[src/rtl/drp_responder.sv]
// DRP slave: read/write register bank, read-only status words and a saturating
// protocol-error counter, all answered with a fixed response latency.
module drp_responder #(
  parameter int DRP_DATA_WIDTH = 16,
  parameter int DRP_ADDR_WIDTH = 7,
  parameter int REG_COUNT      = 8,
  parameter int LATENCY        = 2,
  parameter     DEBUG          = "false"
) (
  input  logic                                clk,
  input  logic                                rst_n,
  input  logic                                drp_en,
  input  logic                                drp_we,
  input  logic [DRP_ADDR_WIDTH-1:0]           drp_addr,
  input  logic [DRP_DATA_WIDTH-1:0]           drp_di,
  output logic                                drp_rdy,
  output logic [DRP_DATA_WIDTH-1:0]           drp_do,
  output logic [REG_COUNT*DRP_DATA_WIDTH-1:0] regOut,
  input  logic [REG_COUNT*DRP_DATA_WIDTH-1:0] statusIn,
  output logic                                protocolError
);

  // state | meaning
  // IDLE  | no transaction; drp_en is accepted
  // BUSY  | transaction in flight, up to and including the drp_rdy cycle
  typedef enum logic {IDLE, BUSY} state_t;

  (* mark_debug = DEBUG *) state_t state;

  logic [3:0]                          cnt;
  logic                                lat_we;
  logic [DRP_ADDR_WIDTH-1:0]           lat_addr;
  logic [DRP_DATA_WIDTH-1:0]           lat_di;
  logic [7:0]                          err_cnt;
  logic [REG_COUNT*DRP_DATA_WIDTH-1:0] reg_q;

  logic                                fire;
  logic                                f_we;
  logic [DRP_ADDR_WIDTH-1:0]           f_addr;
  logic [DRP_DATA_WIDTH-1:0]           f_di;
  logic [DRP_DATA_WIDTH-1:0]           rd_val;
  logic                                err_det;
  logic                                clr;
  int                                  a;

  // With LATENCY=1 the access completes on the accepting edge, so it uses the
  // live request inputs instead of the latched copies.
  always_comb begin
    err_det = drp_en && (state == BUSY);
    if (state == IDLE) begin
      fire   = drp_en && (LATENCY == 1);
      f_we   = drp_we;
      f_addr = drp_addr;
      f_di   = drp_di;
    end else begin
      fire   = !drp_rdy && (cnt == 4'd1);
      f_we   = lat_we;
      f_addr = lat_addr;
      f_di   = lat_di;
    end
    a      = 32'(f_addr);
    rd_val = '0;
    for (int k = 0; k < REG_COUNT; k++) begin
      if (a == k)             rd_val = reg_q[k*DRP_DATA_WIDTH +: DRP_DATA_WIDTH];
      if (a == REG_COUNT + k) rd_val = statusIn[k*DRP_DATA_WIDTH +: DRP_DATA_WIDTH];
    end
    if (a == 2*REG_COUNT) rd_val = DRP_DATA_WIDTH'(err_cnt);
    clr = fire && f_we && (a == 2*REG_COUNT);
  end

  always_ff @(posedge clk or negedge rst_n) begin
    if (!rst_n) begin
      state         <= IDLE;
      cnt           <= '0;
      lat_we        <= 1'b0;
      lat_addr      <= '0;
      lat_di        <= '0;
      drp_rdy       <= 1'b0;
      drp_do        <= '0;
      protocolError <= 1'b0;
      err_cnt       <= '0;
      reg_q         <= '0;
    end else begin
      drp_rdy       <= fire;
      drp_do        <= (fire && !f_we) ? rd_val : '0;
      protocolError <= err_det;

      case (state)
        IDLE: begin
          if (drp_en) begin
            state    <= BUSY;
            cnt      <= 4'(LATENCY - 1);
            lat_we   <= drp_we;
            lat_addr <= drp_addr;
            lat_di   <= drp_di;
          end
        end
        BUSY: begin
          if (drp_rdy)    state <= IDLE;
          else if (!fire) cnt   <= cnt - 4'd1;
        end
      endcase

      if (fire && f_we) begin
        for (int k = 0; k < REG_COUNT; k++) begin
          if (a == k) reg_q[k*DRP_DATA_WIDTH +: DRP_DATA_WIDTH] <= f_di;
        end
      end

      // A clear landing together with a rejected request leaves that one error counted.
      if (clr)                                err_cnt <= err_det ? 8'd1 : 8'd0;
      else if (err_det && err_cnt != 8'hFF)   err_cnt <= err_cnt + 8'd1;
    end
  end

  assign regOut = reg_q;

endmodule

[config.mk]
export PLATFORM = sky130hd
export DESIGN_NAME = drp_responder
export DESIGN_NICKNAME = d
export VERILOG_FILES = /design/src/rtl/drp_responder.sv
export SDC_FILE = /design/constraint.sdc
export NUM_CORES = 1
export LEC_CHECK = 0
export BUFFER_PORTS_ARGS = -buffer_cell sky130_fd_sc_hd__buf_2
export CAP_MARGIN = 20
export CORE_ASPECT_RATIO = 0.75
export CORE_UTILIZATION = 46
export CTS_CLUSTER_SIZE = 30
export DETAILED_ROUTE_END_ITERATION = 7
export HOLD_SLACK_MARGIN = 0.1
export PLACE_DENSITY = 0.84
export SLEW_MARGIN = 20
export SYNTH_ARGS = -nofsm -noshare
export SYNTH_HDL_FRONTEND = slang
export SYNTH_SLANG_ARGS = --single-unit
[constraint.sdc]
create_clock -name clk -period 2.4 [get_ports clk]
set_input_delay 0.24 -clock clk [delete_from_list [all_inputs] [get_ports clk]]
set_output_delay 0.24 -clock clk [all_outputs]
set_load 0.05 [all_outputs]
# After elaboration in Yosys (flattened, before gate mapping)
# Index checks and enable logic that the tools add are counted.
[totals] reg_bits=183 input_bits=155 out_inout_bits=146 elab_cells=94
[classes] add_sub_neg=2 n_eq_ne=21 muxes=32 bitwise_logic=1 n_reduce_logical=21
[ops] operator="16-bit 2-to-1 mux" n=19
[ops] operator="7-bit by 5-bit equality test with 1-bit output, second input constant" n=8
[ops] operator="32-bit logical NOT" n=1
[ops] operator="7-bit by 4-bit equality test with 1-bit output, second input constant" n=4
[ops] operator="2-bit AND reduction" n=9
[ops] operator="8-bit 2-to-1 mux" n=2
[ops] operator="7-bit by 3-bit equality test with 1-bit output, second input constant" n=2
[ops] operator="4-bit 2-to-1 mux" n=3
[ops] operator="8-bit by 1-bit adder with 8-bit output, second input constant" n=1
[ops] operator="8-bit != test, second input constant" n=1
[ops] operator="4-bit case mux with 2 select lines" n=1
[ops] operator="7-bit by 2-bit equality test with 1-bit output, second input constant" n=1
[ops] operator="7-bit by 6-bit equality test with 1-bit output, second input constant" n=1
[ops] operator="7-bit logical NOT" n=1
[ops] operator="7-bit 2-to-1 mux" n=1
[ops] operator="1-bit logical AND" n=6
[ops] operator="2-bit != test, second input constant" n=3
[ops] operator="1-bit 2-to-1 mux" n=5
[ops] operator="4-bit by 1-bit equality test with 1-bit output, second input constant" n=1
[ops] operator="4-bit by 1-bit subtractor with 4-bit output, second input constant" n=1
[ops] operator="3-bit AND reduction" n=1
[ops] operator="1-bit logical NOT" n=2
[ops] operator="1-bit case mux with 2 select lines" n=1
[ops] operator="2-bit nonzero test" n=1
[ops] operator="1-bit inverter" n=1

# Longest topological paths before layout
# Gate-level depths: netlist of run 1.
[logic_depth] word_depth=20 depth_mapped=11 depth_no_buf=9

# Worst setup path after synthesis of run 1
# Ideal clock, no wire load.
[synth_timing] path_kind="reg2reg" start="register state" end="register drp_do[4]" setup_time_ns=0.077 arrival_time_ns=2.488 t_required_ns=2.323 setup_slack_ns=-0.165 stages_incl_launch_ff=9 path_buffers=2 period_less_slack_ns=2.565 cell_sequence="dfrtp_1 > or4_1 > buf_2 > a222oi_1 > buf_6 > a222oi_1 > a211oi_2 > o311ai_1 > a21oi_1"
[synth_via] elab_chain_cells=20 elab_cells_between_ends=40 cone_classes="eq/ne (16); mux (21); reduce/logical (3)"
[synth_lines] item="start, declared" line_no="28" rtl="(* mark_debug = DEBUG *) state_t state;"
[synth_lines] item="start signal, assigned" line_no="73" rtl="state <= IDLE;"
[synth_lines] item="start signal, assigned" line_no="91" rtl="state <= BUSY;"
[synth_lines] item="start signal, assigned" line_no="99" rtl="if (drp_rdy) state <= IDLE;"
[synth_lines] item="7-bit 2-to-1 mux" line_no="50" rtl="if (state == IDLE) begin"
[synth_lines] item="7-bit logical NOT" line_no="64" rtl="if (a == k) rd_val = reg_q[k*DRP_DATA_WIDTH +: DRP_DATA_WIDTH];"
[synth_lines] item="16-bit 2-to-1 mux" line_no="64"
[synth_lines] item="16-bit 2-to-1 mux" line_no="65" rtl="if (a == REG_COUNT + k) rd_val = statusIn[k*DRP_DATA_WIDTH +: DRP_DATA_WIDTH];"
[synth_lines] item="16-bit 2-to-1 mux" line_no="64"
[synth_lines] item="16-bit 2-to-1 mux" line_no="65"
[synth_lines] item="16-bit 2-to-1 mux" line_no="64"
[synth_lines] item="16-bit 2-to-1 mux" line_no="65"
[synth_lines] item="[... 4 more ...]"
[synth_lines] item="16-bit 2-to-1 mux" line_no="64"
[synth_lines] item="16-bit 2-to-1 mux" line_no="65"
[synth_lines] item="16-bit 2-to-1 mux" line_no="64"
[synth_lines] item="16-bit 2-to-1 mux" line_no="65"
[synth_lines] item="16-bit 2-to-1 mux" line_no="64"
[synth_lines] item="16-bit 2-to-1 mux" line_no="65"
[synth_lines] item="16-bit 2-to-1 mux" line_no="67" rtl="if (a == 2*REG_COUNT) rd_val = DRP_DATA_WIDTH'(err_cnt);"
[synth_lines] item="16-bit 2-to-1 mux (*)" line_no="85" rtl="drp_do <= (fire && !f_we) ? rd_val : '0;"
[synth_lines] item="end signal, assigned" line_no="85"
[synth_lines] item="end, declared" line_no="17" rtl="output logic [DRP_DATA_WIDTH-1:0] drp_do,"
# Every way passes the cells marked *; elsewhere a longest branch is shown, timed or not.
# A chain may end at the register's enable or synchronous reset.

# Worst setup path in the final report of run 1
[layout_timing] start="register state" end="register drp_do[2]"
# Same word-level chain as after synthesis.

==> impl_metrics.toml, run 1 <==
[timing]
timing.fmax_ghz = 0.3671
finalSetupViolCount = 50
tightest_slew_ps = 679.8
post-route-period-util_pct = 113.5
maxSlewViolCount = 0
tns_ps = -6564
clock_skew_ps = 11.38
final.setup.worst_slack_ps = -323.8
period_needed_ps = 2724
max_slew_margin_pct = 53.39
rsz0062_at_grt = "true"
hold_viol = 0

[clocking]
clk_latency_ps = 440
path_clk_slew_ps = 80
cts_max_level = 4
cts_buffers = 17
cts_num_sinks = 183
cts-root-buf = "clkbuf_16"
clockBufferDepth = 2
cts_tree = "built"

[critical_path]
cp_data_required_time_ps = 2780
cp_slowest_cell = "dfrtp_2"
worstSetupEndpointType = "register"
path_cells = "buf_6 -> buf_4 -> or3b_4 -> buf_6 -> a222oi_1 -> buf_4 -> a22oi_1 -> nand2_1 -> o211ai_1 -> a31oi_1 -> o22a_1"
crit_type = "register to register"
critPathTopFamily = "compound AO/OA/AOI/OAI gates"
cp_data_arrival_time_ps = 3100
crit_path_max_incr_delay_ps = 460
crit_fanout = 7
startpoint_type = "register"
worst-path-buf-inv = 4

[synth]
synth_top_area_share_pct = 50.94
synth.distinct_cells = 61
synth_area_leaders = "dfrtp_1 51%, nand2_1 11%, o21ai_0 6.7%, clkbuf_1 2.4%, a22oi_1 2.3%"
synth-edff-count = 0
ys_seq_area_share_pct = 50.94
avgSynthCellArea_um2 = 9.072
ys_ff_latch = 183
syn_inst = 991
synthArstFlopShare_pct = 100.0
yosys.area.top_type = "dfrtp_1"
synth_ff_type = "dfrtp_1"
synth_fp_nets = 1149
yosysWarnings = 0
syn-cell-area_um2 = 8990

[global_routing]
grt_usage_pct = 41.97
grt_max_degree = 59
grt_pass1_vias = 10080
antenna_found_initial = 2
gr-total-overflow = 0
grt_pass1_wl_um = 60530

[layout]
drive_above_1_share_pct = 44.64
nFillCells = 1343
finish.instance_area_um2 = 13950
fin_cells = 1732
post-route-util_pct = 74.09
area_growth_pct = 55.20
nets = 1628

[place]
numPlacedInstances = 1631
gp_congestion = 1.036
io_buffers = 300
place_area_um2 = 11950
dp_hpwl_um = 31160
pre_cts_slack_ps = -451.9

[floorplan]
start_util_pct = 47.74
die_area_um2 = 20110
core_area_um2 = 18830
die_y_um = 123.1
row_count = 43
ioPinCount = 301
die_w_um = 163.4

[route]
drc = 27
postRouteAntennaNets = 0
dr.pass1.iters = 8
vias = 11140
drt_iter0_markers = 1657
wl_per_cell_um = 26.07
wirelength_um = 45150
via_per_inst = 6.431

[run_status]
violations = "design-rule violations, negative setup slack"
status = "finished, violations left"

[power_and_ir_drop]
p_sw_share_pct = 49.44
seqPwrFrac_pct = 31.6
pwr_density_cell_nw_per_um2 = 1088
p_int_w = 0.007676
comb_power_share_pct = 49.7
p_switching_w = 0.007507
clkPwrFrac_pct = 18.7
p_leak_nw = 7.043
ir_drop_mv = 0.7652

[flow_run]
maxCapViolations = 0

[min_path]
hp-class = "input pin to register"
## path summary, 6_finish.rpt
check	slack, ps	to	from	cells after the start
min in group asynchronous	340	cnt[1]$_DFFE_PN0P_	rst_n	2
max	-320	drp_do[2]$_DFF_PN0_	state$_DFF_PN0_	11
max in group asynchronous	1340	regOut[127]$_DFFE_PN0P_	rst_n	3
max reg2reg	-320	drp_do[2]$_DFF_PN0_	state$_DFF_PN0_	11
min reg2reg	480	lat_di[4]$_DFFE_PN0P_	lat_di[4]$_DFFE_PN0P_	2
min	110	drp_do[1]$_DFF_PN0_	statusIn[65]	3
## cell usage in the layout, fill, tap and decap left out, types with 16 or more instances in the layout
master and instances:
a21oi_1 22, o21ai_1 52, o21ai_0 75, mux2i_1 19, dfrtp_1 182, nor2_1 42, buf_6 25, buf_4 160
a222oi_1 18, nand2_4 17, buf_2 301, a22o_1 16, a22oi_1 24, dlygate4sd3_1 23, clkbuf_16 25, nand2_1 218
## state kept, by name, summed over array words and instances, names as in the netlist
signal         count
err_cnt            8
state              1
protocolError      1
drp_rdy            1
drp_do            16
regOut           128
cnt                4
lat_we             1
lat_addr           7
lat_di            16
## cells in the mapped netlist (4+ instances only)
| cell | n |
|---|---|
| a222oi_1 | 18 |
| a31oi_1 | 7 |
| nand3_1 | 12 |
| clkbuf_1 | 57 |
| xnor2_1 | 5 |
| o22ai_1 | 11 |
| xor2_1 | 4 |
| nor2_1 | 44 |
| or3b_2 | 4 |
| inv_1 | 5 |
| o221ai_1 | 12 |
| o211ai_1 | 9 |
| and2_1 | 8 |
| a22o_1 | 16 |
| o21ai_1 | 21 |
| o31ai_1 | 4 |
| nor3_1 | 5 |
| nand3b_1 | 6 |
| o21ai_0 | 121 |
| a221o_1 | 8 |
| nand2b_1 | 6 |
| a221oi_1 | 23 |
| a21oi_1 | 28 |
| mux2i_1 | 19 |
| buf_2 | 15 |
| nand2_1 | 253 |
| a22oi_1 | 28 |
| nor2b_1 | 5 |
| dfrtp_1 | 183 |
## worst reg2reg max path: cells and delay by family (launching register included)
family,cells,cell delay [ps]
flip-flops,1,460
AO/OA/AOI/OAI,5,1050
AND/OR/NAND/NOR,2,530
buffers and inverters,4,630
## power by group through the flow
stage	Clock (W)	Sequential, W	Combinational (W)
finish	0.00284	0.00480	0.00755
global route	0.00295	0.00484	0.00777
CTS	0.00281	0.00467	0.00685
detailed placement	0	0.00470	0.00658
global placement	0	0.00470	0.00648
floorplan	0	0.00638	0.00191
## area by class of cell
cell class / instances / area, µm² / area share [%]
clock inverter: 15 / 157.7 / 1.130
timing repair buffer: 535 / 3765 / 26.98
sequential: 183 / 4581 / 32.83
multi-input combinational: 728 / 4691 / 33.62
antenna: 2 / 5.005 / 0.03587
inverter: 5 / 18.77 / 0.1345
clock buffer: 17 / 425.4 / 3.049
tap: 247 / 309.0 / 2.215
## cells by family after synthesis
family,after synthesis,synth area share (%)
AND/OR/NAND/NOR,369,17.83
adder cells (fa/ha/maj),3,0.4176
XOR/XNOR,9,0.8768
buffers and inverters,80,3.633
multiplexers,19,2.115
AO/OA/AOI/OAI,328,24.19
flip-flops,183,50.94
## timing repair
| action | 4_1_cts | 5_1_grt |
|---|---|---|
| resized for setup | 54 | 169 |
| gates cloned | 1 | 14 |
| endpoints found under the setup margin | 107 | 133 |
| endpoints found under the hold margin | 73 | 0 |
| hold buffers | 23 | 0 |
| setup buffers | 17 | 17 |
| pin swaps | 37 | 49 |
## layer usage
metal	GRT usage [%]	vias to the layer above	part of all wire, %	wire length, µm
met5	0	-	0	0
met3	12.95	271	16	7314
met4	20.56	0	6.3	2861
li1	-	4572	-	-
met1	56.06	5233	35	15880
met2	61.97	1063	42	19100
## metrics by stage
stage	power, W	hold WS (ps)
3_3_place_gp	0.01118	251.3
5_1_grt	0.01557	107.0
6_report	0.01518	108.9
4_1_cts	0.01433	105.8
2_1_floorplan	0.008295	-55.59
3_5_place_dp	0.01128	249.4
Note: power is estimated with default switching activity, not from simulation.
==> run 2, diff against run 1 <==
--- a/config.mk
+++ b/config.mk
@@ -7,12 +7,11 @@
 export LEC_CHECK = 0
 export BUFFER_PORTS_ARGS = -buffer_cell sky130_fd_sc_hd__buf_2
 export CAP_MARGIN = 20
-export CORE_ASPECT_RATIO = 0.75
 export CORE_UTILIZATION = 46
 export CTS_CLUSTER_SIZE = 30
 export DETAILED_ROUTE_END_ITERATION = 7
 export HOLD_SLACK_MARGIN = 0.1
-export PLACE_DENSITY = 0.84
+export PLACE_DENSITY = 0.77
 export SLEW_MARGIN = 20
 export SYNTH_ARGS = -nofsm -noshare
 export SYNTH_HDL_FRONTEND = slang
==> run 2 against run 1 <==
Effect of this change:
- register-to-register slack improved by 99 ps
- clock skew increased by 1.5 ps
- the flow still finishes with violations (design-rule violations, negative setup slack)
- maximum frequency increased by 3.8%
- first-iteration DRC count decreased by 27%
- final cell count increased by 0.58%
==> impl_metrics.toml, run 2 (synthesized netlist as in run 1, its figures left out) <==
[run_status]
status = "finished, violations left"
violations = "design-rule violations, negative setup slack"

[place]
dp_hpwl_um = 30850
io_buffers = 300
pre_cts_slack_ps = -390.4
gp_congestion = 1.008
numPlacedInstances = 1640

[critical_path]
crit_fanout = 7
cp_data_required_time_ps = 2780
crit_type = "register to register"
crit_cells = 11
cp_data_arrival_time_ps = 3010
cp_slowest_cell = "a222oi_1"
startpoint_type = "register"
worst-path-buf-inv = 4
critPathTopFamily = "compound AO/OA/AOI/OAI gates"
r2r_cells = 11
path_cells = "buf_6 -> or3b_4 -> a222oi_1 -> buf_4 -> buf_12 -> buf_6 -> a22oi_2 -> nand2_2 -> o211ai_1 -> a31oi_1 -> o22a_1"
crit_path_max_incr_delay_ps = 480
worstSetupEndpointType = "register"
crit_top_cell = "buf_6"

[clocking]
cts-root-buf = "clkbuf_16"
cts_buffers = 17
path_clk_slew_ps = 70
clockBufferDepth = 2
cts_num_sinks = 183
cts_max_level = 4
cts_tree = "built"
clk_latency_ps = 450

[floorplan]
row_count = 50
die_w_um = 141.8
die_y_um = 141.8
core_area_um2 = 18960
start_util_pct = 47.43
die_area_um2 = 20110
ioPinCount = 301

[timing]
period_needed_ps = 2625
finalSetupViolCount = 73
maxSlewViolCount = 0
final.setup.worst_slack_ps = -224.9
rsz0062_at_grt = "true"
post-route-period-util_pct = 109.4
tns_ps = -3445
timing.fmax_ghz = 0.3810
max_slew_margin_pct = 64.16
whs_ps = 122.5
tightest_slew_ps = 537.6
clock_skew_ps = 12.90
hold_viol = 0

[global_routing]
antenna_found_initial = 0
gr-total-overflow = 0
grt_max_degree = 65
grt_usage_pct = 42.85
grt_pass1_wl_um = 62610
grt_pass1_vias = 10170

[layout]
drive_above_1_share_pct = 42.91
fin_cells = 1742
mostFrequentLayoutCells = "301 x buf_2, 242 x nand2_1, 182 x dfrtp_1"
largest_register_ffs = 128
num_antenna_cells = 0
area_growth_pct = 52.58
nets = 1627
final_common_cell = "buf_2"

[power_and_ir_drop]
ir_drop_mv = 0.6382
p_leak_nw = 6.950
pwr_density_cell_nw_per_um2 = 1086

[route]
via_per_inst = 6.108
wl_per_cell_um = 24.74
vias = 10640
drc = 3
drt_iter0_markers = 1210
postRouteAntennaNets = 0
wirelength_um = 43100
dr.pass1.iters = 8

[flow_run]
maxCapViolations = 0

[min_path]
min_delay_path_depth = 3
hp-class = "input pin to register"
==> run 2: cell count changes in the layout (fill, tap and decap cells not counted), sizes merged <==
cell	before	now
clkbuf	25	19
diode	2	0
dlygate4sd3	23	24
clkinvlp	3	0
inv	13	14
buf	504	510
==> run 2: area by class of cell <==
class,instances,area (µm²)
clock buffers,19,442.9
clock inverters,13,128.9
fillers,1460,5239
inverters,5,18.77
multi-input cells,728,4554
flip-flops and latches,183,4581
well taps,260,325.3
repair buffers,534,3666
==> run 2: path summary, 6_finish.rpt <==
path | startpoint | to | slack, ps
setup / recovery | state$_DFF_PN0_ | drp_do[2]$_DFF_PN0_ | -220
setup reg to reg | state$_DFF_PN0_ | drp_do[2]$_DFF_PN0_ | -220
hold / removal | statusIn[69] | drp_do[5]$_DFF_PN0_ | 120
max in group asynchronous | rst_n | state$_DFF_PN0_ | 1300
min in group asynchronous | rst_n | cnt[2]$_DFFE_PN0P_ | 310
hold reg to reg | lat_di[15]$_DFFE_PN0P_ | lat_di[15]$_DFFE_PN0P_ | 480
==> run 2: per-stage QoR <==
step	total power, W	area (µm²)	util, %
3_5_place_dp	0.01139	11930	62.95
2_1_floorplan	0.008295	9039	-
6_report	0.01490	13720	72.36
3_3_place_gp	0.01132	11930	62.95
5_1_grt	0.01540	13720	72.36
4_1_cts	0.01450	13330	70.34
==> run 2: layer usage <==
layer / GRT usage [%] / routed length [µm]
met4: 24.62 / 2610
met5: 0 / 0
met2: 65.98 / 19310
met3: 9.855 / 4857
met1: 55.58 / 16320
==> run 2: tightest hold or removal path: stages <==
cell,delay (ps)
buf_2,80
a21oi_2,60
a21oi_1,140
==> run 2: where the power goes <==
part / total (W) / switching, W / leakage [nW] / internal (W)
sequential: 0.00468 / 0.000800 / 2.48 / 0.00388
clock: 0.00280 / 0.00139 / 0.282 / 0.00141
combinational: 0.00742 / 0.00507 / 4.18 / 0.00235
total: 0.0149 / 0.00726 / 6.95 / 0.00764
==> run 2: timing repair <==
item                                    CTS  global route
resized for setup                        81            68
endpoints found under the setup margin   92           149
buffers inserted                         34            13
cloned                                    1             2
pin swaps                                47            54
hold buffers                             24             0
hold endpoints to repair                 69             0
==> run 3, diff against run 2 <==
--- a/config.mk
+++ b/config.mk
@@ -11,7 +11,7 @@
 export CTS_CLUSTER_SIZE = 30
 export DETAILED_ROUTE_END_ITERATION = 7
 export HOLD_SLACK_MARGIN = 0.1
-export PLACE_DENSITY = 0.77
+export PLACE_DENSITY_LB_ADDON = 0.05
 export SLEW_MARGIN = 20
 export SYNTH_ARGS = -nofsm -noshare
 export SYNTH_HDL_FRONTEND = slang
==> run 3 against run 2 <==
Effect of this change:
- the flow finishes with violations (negative setup slack)
- final cell count rose by 0.98%
- worst setup slack worse by 37 ps
- total power is 0.95% higher
- flip-flop and latch count unchanged
- cell area is 3.2% higher
- via count increased by 0.25%
- global-route usage fell by 1.4 points
- clock skew rose by 0.55 ps
- wire length increased by 1.0%
- worst hold slack got worse by 8.1 ps
- clock power hardly changed
- count of clock-buffer cells in the layout fell by 1
==> impl_metrics.toml, run 3 (synthesized netlist as in run 1, its figures left out) <==
[clocking]
cts_num_sinks = 183
path_clk_slew_ps = 70
cts_buffers = 17
clockBufferDepth = 2
cts_tree = "built"
clk_latency_ps = 450
cts-root-buf = "clkbuf_16"
cts_max_level = 4

[run_status]
status = "finished, violations left"
violations = "negative setup slack"

[timing]
post-route-period-util_pct = 110.9
whs_ps = 114.4
period_needed_ps = 2662
finalSetupViolCount = 42
hold_viol = 0
rsz0062_at_grt = "true"
maxSlewViolCount = 0
tns_ps = -4333
tightest_slew_ps = 716.8
timing.fmax_ghz = 0.3757
clock_skew_ps = 13.45
final.setup.worst_slack_ps = -261.9
max_slew_margin_pct = 52.22

[layout]
finish.instance_area_um2 = 14160
drive_above_1_share_pct = 44.83
fin_cells = 1759
mostFrequentLayoutCells = "299 x buf_2, 226 x nand2_1, 182 x dfrtp_1"
multi_input_area_um2 = 4666
nets = 1644
area_growth_pct = 57.51
nFillCells = 1462
regArea_um2 = 4581
largest_register_ffs = 128
final_common_cell = "buf_2"
num_antenna_cells = 0

[route]
via_per_inst = 6.064
drc = 0
wl_per_cell_um = 24.75
drt_iter0_markers = 1270
postRouteAntennaNets = 0
vias = 10670
dr.pass1.iters = 6
wirelength_um = 43530

[power_and_ir_drop]
pwr_density_cell_nw_per_um2 = 1062
ir_drop_mv = 0.7729
p_leak_nw = 7.220

[floorplan]
die_y_um = 141.8
die_area_um2 = 20110
core_area_um2 = 18960
die_w_um = 141.8
row_count = 50
ioPinCount = 301
start_util_pct = 47.43

[global_routing]
grt_pass1_wl_um = 60110
antenna_found_initial = 2
grt_max_degree = 58
grt_usage_pct = 41.47
grt_pass1_vias = 9790
gr-total-overflow = 0

[critical_path]
critPathTopFamily = "compound AO/OA/AOI/OAI gates"
crit_fanout = 8
worstSetupEndpointType = "register"
startpoint_type = "register"
cp_data_required_time_ps = 2720
crit_type = "register to register"
cp_data_arrival_time_ps = 2980
cp_slowest_cell = "dfrtp_2"
worst-path-buf-inv = 4
path_cells = "buf_6 -> or3b_4 -> buf_6 -> a222oi_1 -> buf_4 -> or2_1 -> buf_4 -> a221oi_1 -> o31ai_4 -> nor3_2 -> o31ai_1"
crit_path_max_incr_delay_ps = 490

[place]
place_area_um2 = 12050
gp_congestion = 1.023
pre_cts_slack_ps = -524.1
io_buffers = 300
numPlacedInstances = 1647
dp_hpwl_um = 30100

[flow_run]
maxCapViolations = 0

[min_path]
hp-class = "input pin to register"
run 3: metrics by stage:
stage | utilization (%) | total power (W)
global route | 74.70 | 0.01553
detailed placement | 63.56 | 0.01140
finish | 74.70 | 0.01504
global placement | 63.56 | 0.01133
floorplan | - | 0.008295
CTS | 70.42 | 0.01448
run 3: worst reg2reg max path, stage by stage (launching register included):
cell	delay (ps)
dfrtp_2	490
buf_6	160
or3b_4	250
buf_6	100
a222oi_1	80
buf_4	180
or2_1	250
buf_4	140
a221oi_1	480
o31ai_4	190
nor3_2	150
o31ai_1	80
run 3: final timing paths:
check,start,end,slack [ps],cells after the start
setup / recovery,state$_DFF_PN0_,drp_do[6]$_DFF_PN0_,-260,11
hold / removal,statusIn[69],drp_do[5]$_DFF_PN0_,110,3
setup reg to reg,state$_DFF_PN0_,drp_do[6]$_DFF_PN0_,-260,11
hold reg to reg,lat_di[12]$_DFFE_PN0P_,lat_di[12]$_DFFE_PN0P_,480,2
max in group asynchronous,rst_n,regOut[124]$_DFFE_PN0P_,1280,3
min in group asynchronous,rst_n,lat_di[3]$_DFFE_PN0P_,350,2
run 3: repair_timing:
item / CTS / global route
hold endpoints to repair: 74 / 0
hold buffers: 24 / 0
setup buffers: 27 / 23
pin swaps: 57 / 61
gates cloned: 1 / 11
resized for setup: 70 / 109
endpoints found under the setup margin: 112 / 114
run 3: area by class of cell:
type | count | area share [%]
repair buffers | 551 | 28.29
inverters | 5 | 0.1325
multi-input cells | 728 | 32.95
clock buffers | 18 | 3.031
flip-flops and latches | 183 | 32.35
clock inverters | 14 | 0.9455
well taps | 260 | 2.297
run 3: routing by layer:
metal / GRT usage, % / wire length, µm / vias up
li1: - / - / 4588
met4: 24.84 / 2948 / 0
met1: 54.11 / 16200 / 5111
met5: 0 / 0 / -
met3: 7.459 / 4734 / 161
met2: 64.56 / 19650 / 807
run 3: where the power goes:
| group | leakage (nW) | total, W | internal (W) | switching [W] |
|---|---|---|---|---|
| clock | 0.275 | 0.00277 | 0.00137 | 0.00140 |
| sequential | 2.48 | 0.00475 | 0.00388 | 0.000867 |
| combinational | 4.46 | 0.00753 | 0.00242 | 0.00511 |
